## src/rtl/freq_edge_gate_if.sv

```systemverilog
// Signal bundle between the ADC front end / result consumer and the frequency gate.
// The master side drives the ADC samples and reads the results; the slave side is the gate itself.
interface freq_edge_gate_if;
    logic        ad_clk;
    logic [7:0]  ad_data;
    logic [23:0] freq;
    logic        freq_valid;
    logic        no_signal;

    modport master (
        output ad_data,
        input  ad_clk,
        input  freq,
        input  freq_valid,
        input  no_signal
    );

    modport slave (
        input  ad_data,
        output ad_clk,
        output freq,
        output freq_valid,
        output no_signal
    );
endinterface

```

## src/rtl/freq_edge_gate.sv

```systemverilog
// Frequency counter for an ADC-sampled waveform.
// The samples go through a hysteresis comparator and an edge detector.
// Rising edges are counted over fixed gate windows of CLK_FREQ cycles.
// The count of each completed window is published with a one-cycle valid pulse.
// The very first window after reset is discarded because the comparator starts in an unknown relation to the input.
module freq_edge_gate #(
    parameter int         CLK_FREQ = 27_000_000,
    parameter logic [7:0] TH_HI    = 8'd160,
    parameter logic [7:0] TH_LO    = 8'd96
) (
    input logic             clk,
    input logic             rstn,
    freq_edge_gate_if.slave bus
);

    typedef enum logic {
        WARMUP,
        RUN
    } state_t;

    localparam logic [23:0] TC_VALUE  = 24'(CLK_FREQ - 1);
    localparam logic [23:0] ECNT_MAX  = 24'hFFFFFF;

    logic [7:0]  sample_r;
    logic        sq;
    logic        sq_d;
    logic        rise;
    logic [23:0] gcnt;
    logic        tc;
    logic [23:0] ecnt;
    logic [23:0] closing_count;
    logic        publish;
    state_t      state;
    state_t      state_next;

    // The ADC runs from the system clock directly, so it keeps toggling through reset.
    assign bus.ad_clk = clk;

    // Register the ADC sample, then square it up with a hysteresis comparator and delay it for edge detection.
    always_ff @(posedge clk or negedge rstn) begin
        if (!rstn) begin
            sample_r <= 8'd0;
            sq       <= 1'b0;
            sq_d     <= 1'b0;
        end else begin
            sample_r <= bus.ad_data;
            if (sample_r >= TH_HI) begin
                sq <= 1'b1;
            end else if (sample_r <= TH_LO) begin
                sq <= 1'b0;
            end
            sq_d <= sq;
        end
    end

    assign rise = sq & ~sq_d;
    assign tc   = (gcnt == TC_VALUE);

    // Free-running gate counter; consecutive windows abut with no dead cycles.
    always_ff @(posedge clk or negedge rstn) begin
        if (!rstn) begin
            gcnt <= 24'd0;
        end else if (tc) begin
            gcnt <= 24'd0;
        end else begin
            gcnt <= gcnt + 24'd1;
        end
    end

    // Edge counter; a rise in the terminal cycle is folded into closing_count, so the new window starts at zero.
    always_ff @(posedge clk or negedge rstn) begin
        if (!rstn) begin
            ecnt <= 24'd0;
        end else if (tc) begin
            ecnt <= 24'd0;
        end else if (rise && (ecnt != ECNT_MAX)) begin
            ecnt <= ecnt + 24'd1;
        end
    end

    // Window total including a possible rise in the terminal cycle, clamped at full scale.
    always_comb begin
        closing_count = ecnt;
        if (rise && (ecnt != ECNT_MAX)) begin
            closing_count = ecnt + 24'd1;
        end
    end

    // State register for the warm-up / run sequencing.
    always_ff @(posedge clk or negedge rstn) begin
        if (!rstn) begin
            state <= WARMUP;
        end else begin
            state <= state_next;
        end
    end

    // Leave warm-up at the end of the first window; stay in run afterwards.
    always_comb begin
        state_next = state;
        if ((state == WARMUP) && tc) begin
            state_next = RUN;
        end
    end

    // Only windows closed while running are published.
    always_comb begin
        publish = 1'b0;
        if ((state == RUN) && tc) begin
            publish = 1'b1;
        end
    end

    // Result registers: freq and no_signal hold between publications, freq_valid pulses for one cycle.
    always_ff @(posedge clk or negedge rstn) begin
        if (!rstn) begin
            bus.freq       <= 24'd0;
            bus.freq_valid <= 1'b0;
            bus.no_signal  <= 1'b0;
        end else begin
            bus.freq_valid <= publish;
            if (publish) begin
                bus.freq      <= closing_count;
                bus.no_signal <= (closing_count == 24'd0);
            end
        end
    end

endmodule

```

## src/flat_wrapper.sv

```systemverilog
// flat-port wrapper written by rule: the top's interface ports become plain ports
module freq_edge_gate_flat 
#(
    parameter int         CLK_FREQ = 27_000_000,
    parameter logic [7:0] TH_HI    = 8'd160,
    parameter logic [7:0] TH_LO    = 8'd96
)
  (clk, rstn, bus_ad_data, bus_ad_clk, bus_freq, bus_freq_valid, bus_no_signal);
  freq_edge_gate_if bus_i ();
  input logic clk;
  input logic rstn;
  input wire logic [$bits(bus_i.ad_data)-1:0] bus_ad_data;
  output wire logic [$bits(bus_i.ad_clk)-1:0] bus_ad_clk;
  output wire logic [$bits(bus_i.freq)-1:0] bus_freq;
  output wire logic [$bits(bus_i.freq_valid)-1:0] bus_freq_valid;
  output wire logic [$bits(bus_i.no_signal)-1:0] bus_no_signal;
  assign bus_i.ad_data = bus_ad_data;
  assign bus_ad_clk = bus_i.ad_clk;
  assign bus_freq = bus_i.freq;
  assign bus_freq_valid = bus_i.freq_valid;
  assign bus_no_signal = bus_i.no_signal;
  freq_edge_gate #(.CLK_FREQ(CLK_FREQ), .TH_HI(TH_HI), .TH_LO(TH_LO)) u_core (.clk(clk), .rstn(rstn), .bus(bus_i));
endmodule
```

## config.mk

```make
export PLATFORM = sky130hd
export DESIGN_NAME = freq_edge_gate_flat
export DESIGN_NICKNAME = d
export VERILOG_FILES = /design/src/rtl/freq_edge_gate_if.sv /design/src/rtl/freq_edge_gate.sv /design/src/flat_wrapper.sv
export SDC_FILE = /design/constraint.sdc
export NUM_CORES = 1
export LEC_CHECK = 0
export ABC_CLOCK_PERIOD_IN_PS = 4700
export BUFFER_PORTS_ARGS = -buffer_cell sky130_fd_sc_hd__buf_2
export CORE_MARGIN = 3
export CORE_UTILIZATION = 31
export DETAILED_ROUTE_END_ITERATION = 8
export SLEW_MARGIN = 20
export SYNTH_ARGS = -nofsm -noshare
export SYNTH_HDL_FRONTEND = slang
export SYNTH_SLANG_ARGS = --single-unit
```

## constraint.sdc

```tcl
create_clock -name clk -period 4.7 [get_ports clk]
set_input_delay 1.41 -clock clk [delete_from_list [all_inputs] [get_ports clk]]
set_output_delay 1.41 -clock clk [all_outputs]
set_load 0.01 [all_outputs]
```

==> results by group, run 1 <==
Synth
  • Avg Inst Size Synth: 9.96 sq um
  • Synthesis-stage register bit count: between 80 and 90
  • Cell variety after synth: 51
  • Yosys warns: 0
  • Post-synthesis sequential area ratio: 0.541
  • EDFF count, synth: 0
  • Top FF cell, synth: dfrtp_1
  • Mapped Nets: 407
  • Mapped Area: 3940 sq um
  • Synth Instances: ~400
  • FFs w/ async S/R, synth: 1.00

Die
  • Floorplan core area: 12200 sq um
  • Die extent in y: 119 um
  • DIE WIDTH: ~120 um
  • IO Pins: 37
  • Rows: 40
  • Die ar.: 14100 sq um
  • Initial core utilization: 0.322

Routing
  • Final wirelength: 8560 um
  • Routed len/inst: 14.3 um
  • First-pass DRT Iterations: 4
  • Via-to-Cell Ratio: 4.92
  • Routed via count: 2945
  • 1st-iter DRT viols: 239
  • Antenna-violating nets left: 0
  • Post-route DRC: 0

Global routing
  • GRT Overall Usage: 0.131
  • Initial antenna violation count: 0
  • Vias in the first global route: about 3000
  • Largest net degree at the start of global routing: between 80 and 90
  • First-pass GRT wire length: 14700 um
  • Gr ovfl total: 0

STA
  • Max Slew Vio Count: 0
  • Final setup viols: 0
  • Final Hold Viols: 0
  • Worst-Margin Slew: 836 ps
  • Max-slew headroom: 0.443
  • Clock Skews: 8.67 ps
  • RSZ-0062 raised after global routing: false
  • Final TNS setup: 0 ps

Clock network
  • CTS tree: done
  • Reg clk slew, reported paths: about 60 ps
  • Post-CTS Hold Fix Bufs: 0
  • Post-CTS Setup Inserts: 0
  • Post-CTS resize count: 0
  • Worst-Skew Late Latency: 460 ps

Cells and area
  • Area delta synth->final: 17.7%
  • Layout cells sized above 1: 0.156
  • N_diodes: 0
  • Commonest non-fill, non-tap cell in the layout: dfrtp_1
  • Non-Filler Instances: roughly 600
  • Final nets: 437
  • Commonest non-fill, non-tap cells in the layout: 85 x dfrtp_1, 50 x nand2_1, 47 x nor2_1, 35 x buf_2, 31 x o21ai_0

Setup path
  • Critical path class: clock port to output port
  • Critical path capture point type: output port
  • Worst r2r src: u_core.ecnt[0]$_DFF_PN0_
  • Worst-path maximum fanout: 2
  • Worst Reg-to-Reg Cells: 8
  • Startpoint types: clock port
  • Worst Path Arrival: 2730 ps
  • Reg2reg setup slack: 1950 ps
  • WP data required: 3290 ps
  • RR Endpoint: u_core.bus.no_signal$_DFFE_PN0P_

Status
  • Status: finished clean

Placement
  • Gpl congestion: 0.886
  • Dpl cells: 579
  • DP HPWL: 5800 um
  • Port Buffers: 36

Power
  • Leak: between 0.002 and 0.0025 uW
  • Pwr Density: 408 nW/um^2
  • Pwr Total: around 1900 uW
  • VDD IR-drop max: 0.000294 V

Run
  • Max-cap check violation count: 0

Min path
  • Worst hold stages: 2
  • Min-Delay Path Class: flop to flop
  • Hold EP: u_core.bus.freq[10]$_DFFE_PN0P_
  • Hold wc startpoint: u_core.bus.freq[10]$_DFFE_PN0P_
stage by stage:
| step | setup WS, ps | instance area (sq um) | hold slack [ps] | utilization |
|---|---|---|---|---|
| 2_1_floorplan | 821 | 3940 | 427 | - |
| 3_3_place_gp | 825 | 4210 | 452 | 0.345 |
| 3_5_place_dp | 825 | 4210 | 457 | 0.345 |
| 4_1_cts | 557 | 4620 | 478 | 0.378 |
| 5_1_grt | 556 | 4630 | 492 | 0.379 |
| 6_report | 564 | 4630 | 472 | 0.379 |
cells by family after synthesis:
logic type	synth area share
XOR/XNOR	0.0712
AND/OR/NAND/NOR	0.240
AO/OA/AOI/OAI	0.0884
multiplexers	0.0184
adder cells (fa/ha/maj)	0.00636
flip-flops	0.541
buffers and inverters	0.0353
how the worst max path moves through the flow:
stage | endpoint | from | slack [ps] | depth (start not counted)
after floorplan | bus_ad_clk | clk | 820 | 1
after global placement | bus_ad_clk | clk | 830 | 1
after detailed placement | bus_ad_clk | clk | 830 | 1
after CTS | bus_ad_clk | clk | 560 | 3
after global routing | bus_ad_clk | clk | 560 | 3
final | bus_ad_clk | clk | 560 | 3
power breakdown:
part	internal [uW]	total, uW	switching [uW]
Sequential	763	811	48.4
Clock	599	917	318
Combinational	65.2	161	95.9
Total	1430	1890	462
area by class of cell:
class	count	area [sq um]
Fill cell	1267	7580
Multi-Input combinational cell	285	1680
Sequential cell	85	2130
Clock inverter	6	93.8
Inverter	4	15.0
Clock buffer	14	319
Tap cell	168	210
Timing Repair Buffer	36	189
metal layers:
layer,global-route usage,up-vias,part of all wire
met5,0,-,0
met4,0.0572,0,0.022
met3,0.0416,19,0.051
met2,0.201,79,0.47
met1,0.170,1406,0.46
li1,-,1441,-
sequential cells by signal (all words and copies together), names as in the netlist:
name and cells:
u_core.bus.freq 24, u_core.bus.freq_valid 1, u_core.bus.no_signal 1, u_core.ecnt 24
u_core.gcnt 24, u_core.sample_r 8, u_core.sq 1, u_core.sq_d 1
u_core.state 1
synth_stat cells, types with 2 or more instances:
| master | count | area share |
|---|---|---|
| or3_1 | 6 | 0.0095 |
| a21oi_1 | 7 | 0.0089 |
| nand4_1 | 17 | 0.027 |
| dfrtp_1 | 85 | 0.54 |
| xor2_1 | 13 | 0.029 |
| nor2_1 | 47 | 0.045 |
| nor4bb_1 | 3 | 0.0076 |
| buf_2 | 3 | 0.0038 |
| ha_1 | 2 | 0.0064 |
| and2_1 | 5 | 0.0079 |
| clkbuf_1 | 11 | 0.010 |
| buf_6 | 5 | 0.014 |
| o21ai_0 | 31 | 0.039 |
| or4_1 | 4 | 0.0076 |
| xnor2_1 | 19 | 0.042 |
| o21ai_1 | 3 | 0.0038 |
| and4_4 | 2 | 0.0057 |
| and4_1 | 3 | 0.0067 |
| a211oi_1 | 3 | 0.0057 |
| o31ai_1 | 3 | 0.0057 |
| nor4_1 | 4 | 0.0064 |
| nand3_1 | 19 | 0.024 |
| nor2b_1 | 3 | 0.0048 |
| inv_1 | 4 | 0.0038 |
| or2_2 | 3 | 0.0048 |
| mux2i_1 | 5 | 0.013 |
| nor3_1 | 5 | 0.0064 |
| nand2_1 | 50 | 0.048 |
| and3_1 | 8 | 0.013 |
critical path, cell delays in order:
cell and delay (ps):
clkbuf_16 120, clkbuf_16 130, buf_2 130
No activity file was read; power rests on OpenSTA's default activity.
==> run 2: changes to the inputs <==
RECOVER_POWER = 25   (was default)
SKIP_LAST_GASP = 1   (was default)
==> run 2 against run 1 <==
  * The run now ends with capacitance limit, slew limit left
  * Count of clock-buffer cells in the layout unchanged
  * Die area did not move
  * Hold slack barely moved
  * Utilization is 0.051 points lower
  * Register-to-register slack barely moved
  * Clock skew hardly changed
  * Global-route usage stayed put
==> results by group, run 2 (synthesized netlist as in run 1, its figures left out) <==
Power
  • VDD IR-drop max: 0.000295 V (was 0.000294 V)
  • Pwr Total: 1890 uW (about the same)
  • Pwr Density: 408 nW/um^2 (about the same)
  • Leak: 0.00209 uW (about the same)

Die
  • DIE WIDTH: 119 um (unchanged)
  • Rows: 40 (unchanged)
  • Initial core utilization: 0.322 (unchanged)
  • Die ar.: 14100 sq um (unchanged)
  • IO Pins: 37 (unchanged)
  • Floorplan core area: 12200 sq um (unchanged)
  • Die extent in y: 119 um (unchanged)

Cells and area
  • Final instance area: 4630 sq um (about the same)
  • Area delta synth->final: 17.6% (was 17.7%)
  • N_diodes: 0 (unchanged)
  • Commonest non-fill, non-tap cell in the layout: dfrtp_1 (unchanged)
  • Commonest non-fill, non-tap cells in the layout: 85 x dfrtp_1, 50 x nand2_1, 47 x nor2_1, 35 x buf_2, 31 x o21ai_0 (unchanged)
  • Biggest regs: u_core.bus.freq (24), u_core.ecnt (24), u_core.gcnt (24) (unchanged)
  • Final nets: 437 (unchanged)
  • Layout cells sized above 1: 0.156 (unchanged)

Setup path
  • Critical path capture point type: output port (unchanged)
  • WP data required: 3290 ps (about the same)
  • Worst Path Buf+Inv: 3 (unchanged)
  • Critical path class: clock port to output port (unchanged)
  • Critical Path Max Stage Delay: 130 ps (about the same)
  • Startpoint types: clock port (unchanged)
  • Worst-path maximum fanout: 2 (unchanged)
  • CP cell instances: clkbuf_16, clkbuf_16, buf_2 (unchanged)
  • Worst Path Arrival: 2730 ps (about the same)
  • Critical path's most frequent cell: clkbuf_16 (unchanged)
  • Critical Path Slowest Stage Cell: clkbuf_16 (unchanged)
  • Delay-heaviest family, CP: buffers and inverters (unchanged)

Min path
  • Min-Delay Path Class: flop to flop (unchanged)

Placement
  • Gpl congestion: 0.886 (unchanged)
  • DP HPWL: 5800 um (unchanged)
  • Port Buffers: 36 (unchanged)
  • Dpl ws: 825 ps (unchanged)
  • Placed cell areas: 4210 sq um (unchanged)

Routing
  • Antenna-violating nets left: 0 (unchanged)
  • 1st-iter DRT viols: 236 (was 239)
  • Routed via count: 2936 (was 2945)
  • Via-to-Cell Ratio: 4.91 (was 4.92)
  • Post-route DRC: 0 (unchanged)
  • Final wirelength: 8560 um (about the same)
  • First-pass DRT Iterations: 4 (unchanged)
  • Routed len/inst: 14.3 um (about the same)

Clock network
  • CTS tree: done (unchanged)
  • Post-CTS Hold Fix Bufs: 0 (unchanged)
  • Worst-Skew Late Latency: 460 ps (about the same)
  • Post-CTS Setup Inserts: 0 (unchanged)
  • Reg clk slew, reported paths: 60 ps (about the same)
  • Post-CTS resize count: 0 (unchanged)

STA
  • Hold WS: 472 ps (about the same)
  • Final Hold Viols: 0 (unchanged)
  • RSZ-0062 raised after global routing: false (unchanged)
  • Worst-Margin Slew: 2070 ps (was 836 ps)
  • Final setup viols: 0 (unchanged)
  • PnR worst setup slack: 564 ps (about the same)
  • Final TNS setup: 0 ps (unchanged)
  • Max-slew headroom: -0.380 (was 0.443)
  • Max Slew Vio Count: 86 (was 0)
  • Clock Skews: 8.55 ps (was 8.67 ps)

Global routing
  • GRT Overall Usage: 0.131 (unchanged)
  • Initial antenna violation count: 0 (unchanged)
  • Vias in the first global route: 2917 (unchanged)
  • First-pass GRT wire length: 14700 um (unchanged)
  • Gr ovfl total: 0 (unchanged)
  • Largest net degree at the start of global routing: 86 (unchanged)

Status
  • Failing checks: capacitance limit, slew limit
  • Status: finished with violations (was finished clean)

Run
  • Max-cap check violation count: 1 (was 0)
==> run 2: stage by stage <==
step | instances | utilization
after floorplan | 395 | -
after global placement | 579 | 0.345
after detailed placement | 579 | 0.345
after CTS | 598 | 0.378
after global routing | 598 | 0.379
final | 598 | 0.379
==> run 2: worst paths after layout <==
path                                            startpoint                          endpoint  slack [ps]  cells past startpoint
max                                                    clk                        bus_ad_clk         560                      3
min                        u_core.bus.freq[10]$_DFFE_PN0P_   u_core.bus.freq[10]$_DFFE_PN0P_         470                      2
max reg2reg                       u_core.ecnt[0]$_DFF_PN0_  u_core.bus.no_signal$_DFFE_PN0P_        1940                      8
min reg2reg                u_core.bus.freq[10]$_DFFE_PN0P_   u_core.bus.freq[10]$_DFFE_PN0P_         470                      2
max in group asynchronous                             rstn         u_core.ecnt[10]$_DFF_PN0_        1940                      1
min in group asynchronous                             rstn      u_core.sample_r[6]$_DFF_PN0_        1540                      1
==> run 2: layout make-up <==
cell class | instances | area [sq um]
Tap cell | 168 | 210
Clock inverter | 6 | 93.8
Sequential cell | 85 | 2130
Clock buffer | 14 | 319
Fill cell | 1269 | 7580
Multi-Input combinational cell | 285 | 1680
Inverter | 4 | 15.0
Timing Repair Buffer | 36 | 183
==> run 2: power by group <==
part / internal (uW) / total (uW) / leakage [uW] / switching [uW]
combinational: 64.6 / 160 / 0.000746 / 95.2
clock: 599 / 918 / 0.000206 / 319
sequential: 763 / 811 / 0.00114 / 48.7
==> run 2: worst min-delay path, cell delays in order, from the launching register on <==
cell and delay (ps):
dfrtp_1 330, nand2_1 50, o21ai_0 60
==> run 2: layer usage <==
| metal | routed length (um) | part of all wire | GRT usage |
|---|---|---|---|
| met2 | 4100 | 0.48 | 0.201 |
| met1 | 3910 | 0.46 | 0.170 |
| met3 | 383 | 0.045 | 0.0416 |
| met5 | 0 | 0 | 0 |
| met4 | 165 | 0.019 | 0.0572 |
==> run 3: changes to the inputs <==
ABC_CLOCK_PERIOD_IN_PS = 4900   (was 4700)
CTS_CLUSTER_SIZE = 16   (was default)
clock period = 4.9 ns   (was 4.7 ns; I/O delays follow)
==> run 3 against run 2 <==
  * The flow still finishes with violations (capacitance limit, slew limit)
  * Sequential power fell by 3.9%
  * Sequential share of layout area rose by 0.66 points
  * Design area fell by 1.4%
  * Clock power fell by 18%
  * Count of clock-buffer cells in the layout did not move
  * Utilization fell by 0.53 points
  * Highest routed layer unchanged
==> results by group, run 3 (synthesized netlist as in run 1, its figures left out) <==
Status
  • Status: finished with violations (unchanged)
  • Failing checks: capacitance limit, slew limit (unchanged)

Power
  • Combinational share of power: 0.091 (was 0.085)
  • Pwr Total: 1690 uW (was 1890 uW)
  • Clock Power Share: 0.447 (was 0.486)
  • Pwr Density: 369 nW/um^2 (was 408 nW/um^2)
  • P_int: 1250 uW (was 1430 uW)
  • Sw power: 440 uW (was 463 uW)
  • Sw frac: 0.261 (was 0.245)
  • Leak: 0.00205 uW (was 0.00209 uW)
  • VDD IR-drop max: 0.000236 V (was 0.000295 V)
  • Sequential power share: 0.462 (was 0.429)

Clock network
  • Worst-Skew Late Latency: 450 ps (was 460 ps)
  • Post-CTS Hold Fix Bufs: 0 (unchanged)
  • Reg clk slew, reported paths: 60 ps (about the same)
  • Post-CTS Setup Inserts: 0 (unchanged)
  • CTS tree: done (unchanged)
  • Post-CTS resize count: 0 (unchanged)

Routing
  • Post-route DRC: 0 (unchanged)
  • Final wirelength: 8560 um (about the same)
  • Routed via count: 2938 (was 2936)
  • First-pass DRT Iterations: 4 (unchanged)
  • Antenna-violating nets left: 0 (unchanged)
  • Routed len/inst: 14.3 um (about the same)
  • Via-to-Cell Ratio: 4.91 (about the same)
  • 1st-iter DRT viols: 199 (was 236)

Placement
  • Gpl congestion: 0.886 (unchanged)
  • Port Buffers: 36 (unchanged)
  • DP HPWL: 5800 um (about the same)

STA
  • Final setup viols: 0 (unchanged)
  • RSZ-0062 raised after global routing: false (unchanged)
  • Max-slew headroom: -0.376 (was -0.380)
  • Worst-Margin Slew: 2060 ps (was 2070 ps)
  • Final TNS setup: 0 ps (unchanged)
  • Clock Skews: 7.95 ps (was 8.55 ps)
  • Max Slew Vio Count: 86 (unchanged)
  • Final Hold Viols: 0 (unchanged)

Min path
  • Min-Delay Path Class: flop to flop (unchanged)
  • Hold EP: u_core.state$_DFFE_PN0P_ (was u_core.bus.freq[10]$_DFFE_PN0P_)
  • Hold wc startpoint: u_core.state$_DFFE_PN0P_ (was u_core.bus.freq[10]$_DFFE_PN0P_)
  • Worst hold stages: 1 (was 2)

Global routing
  • First-pass GRT wire length: 14800 um (was 14700 um)
  • Initial antenna violation count: 0 (unchanged)
  • Vias in the first global route: 2960 (was 2917)
  • GRT Overall Usage: 0.131 (about the same)
  • Gr ovfl total: 0 (unchanged)
  • Largest net degree at the start of global routing: 86 (unchanged)

Cells and area
  • N_diodes: 0 (unchanged)
  • Final nets: 437 (unchanged)
  • Area delta synth->final: 15.9% (was 17.6%)
  • Commonest non-fill, non-tap cells in the layout: 85 x dfrtp_1, 50 x nand2_1, 47 x nor2_1, 35 x buf_2, 31 x o21ai_0 (unchanged)
  • Biggest regs: u_core.bus.freq (24), u_core.ecnt (24), u_core.gcnt (24) (unchanged)
  • Layout cells sized above 1: 0.153 (was 0.156)
  • Commonest non-fill, non-tap cell in the layout: dfrtp_1 (unchanged)

Setup path
  • Critical path's most frequent cell: clkbuf_16 (unchanged)
  • CP cell instances: clkbuf_16, clkbuf_16, buf_2 (unchanged)
  • Critical path class: clock port to output port (unchanged)
  • Worst r2r src: u_core.ecnt[0]$_DFF_PN0_ (unchanged)
  • Critical Path Slowest Stage Cell: clkbuf_16 (unchanged)
  • RR Endpoint: u_core.bus.no_signal$_DFFE_PN0P_ (unchanged)
  • Critical Path Max Stage Delay: 130 ps (about the same)
  • Critical path capture point type: output port (unchanged)
  • Startpoint types: clock port (unchanged)
  • WP data required: 3430 ps (was 3290 ps)
  • Worst Reg-to-Reg Cells: 8 (unchanged)
  • CP startpoint: clk (unchanged)
  • Reg2reg setup slack: 2130 ps (was 1940 ps)
  • Worst Path Arrival: 2830 ps (was 2730 ps)
  • Worst-path maximum fanout: 2 (unchanged)

Die
  • IO Pins: 37 (unchanged)
  • Die ar.: 14100 sq um (unchanged)
  • DIE WIDTH: 119 um (unchanged)
  • Rows: 40 (unchanged)
  • Initial core utilization: 0.322 (unchanged)
  • Die extent in y: 119 um (unchanged)
  • Floorplan core area: 12200 sq um (unchanged)

Run
  • Max-cap check violation count: 1 (unchanged)
-- run 3: changes by cell type in the layout (fill, tap and decap cells not counted), sizes merged --
| cell | change |
|---|---|
| bufinv | -2 |
| clkinvlp | +2 |
| clkinv | +1 |
| inv | -1 |
-- run 3: cell type report --
type                    instances  area [sq um]
well taps                     168           210
clock buffers                  14           309
multi-input cells             285          1680
flip-flops and latches         85          2130
fillers                      1279          7650
inverters                       4          15.0
clock inverters                 6          38.8
repair buffers                 36           183
-- run 3: worst max path at each step --
stage                       to  slack, ps
global route        bus_ad_clk        600
floorplan           bus_ad_clk        860
detailed placement  bus_ad_clk        870
finish              bus_ad_clk        600
CTS                 bus_ad_clk        600
global placement    bus_ad_clk        870
-- run 3: stage by stage --
stage / std cells / hold WS, ps / worst slack (ps) / instance area, sq um / utilization
2_1_floorplan: 395 / 427 / 861 / 3940 / -
5_1_grt: 598 / 498 / 596 / 4560 / 0.374
4_1_cts: 598 / 474 / 597 / 4560 / 0.373
3_5_place_dp: 579 / 455 / 865 / 4210 / 0.345
3_3_place_gp: 579 / 452 / 865 / 4210 / 0.345
6_report: 598 / 469 / 604 / 4560 / 0.374
-- run 3: routing by layer --
layer,wire (um),GRT usage,up-vias
met5,0,0,-
met4,223,0.0529,0
met3,406,0.0421,23
met2,3990,0.204,71
met1,3950,0.168,1404
li1,-,-,1440
-- run 3: power by group through the flow --
| stage | Clock [uW] | Combinational [uW] | Sequential (uW) |
|---|---|---|---|
| 5_1_grt | 804 | 176 | 785 |
| 2_1_floorplan | 16.8 | 132 | 769 |
| 4_1_cts | 773 | 155 | 778 |
| 3_3_place_gp | 12.3 | 151 | 788 |
| 3_5_place_dp | 12.3 | 153 | 791 |
| 6_report | 753 | 153 | 779 |
-- run 3: worst max-delay path, delay by kind of cell --
kind	cells	cell delay (ps)
buffers and inverters	3	380
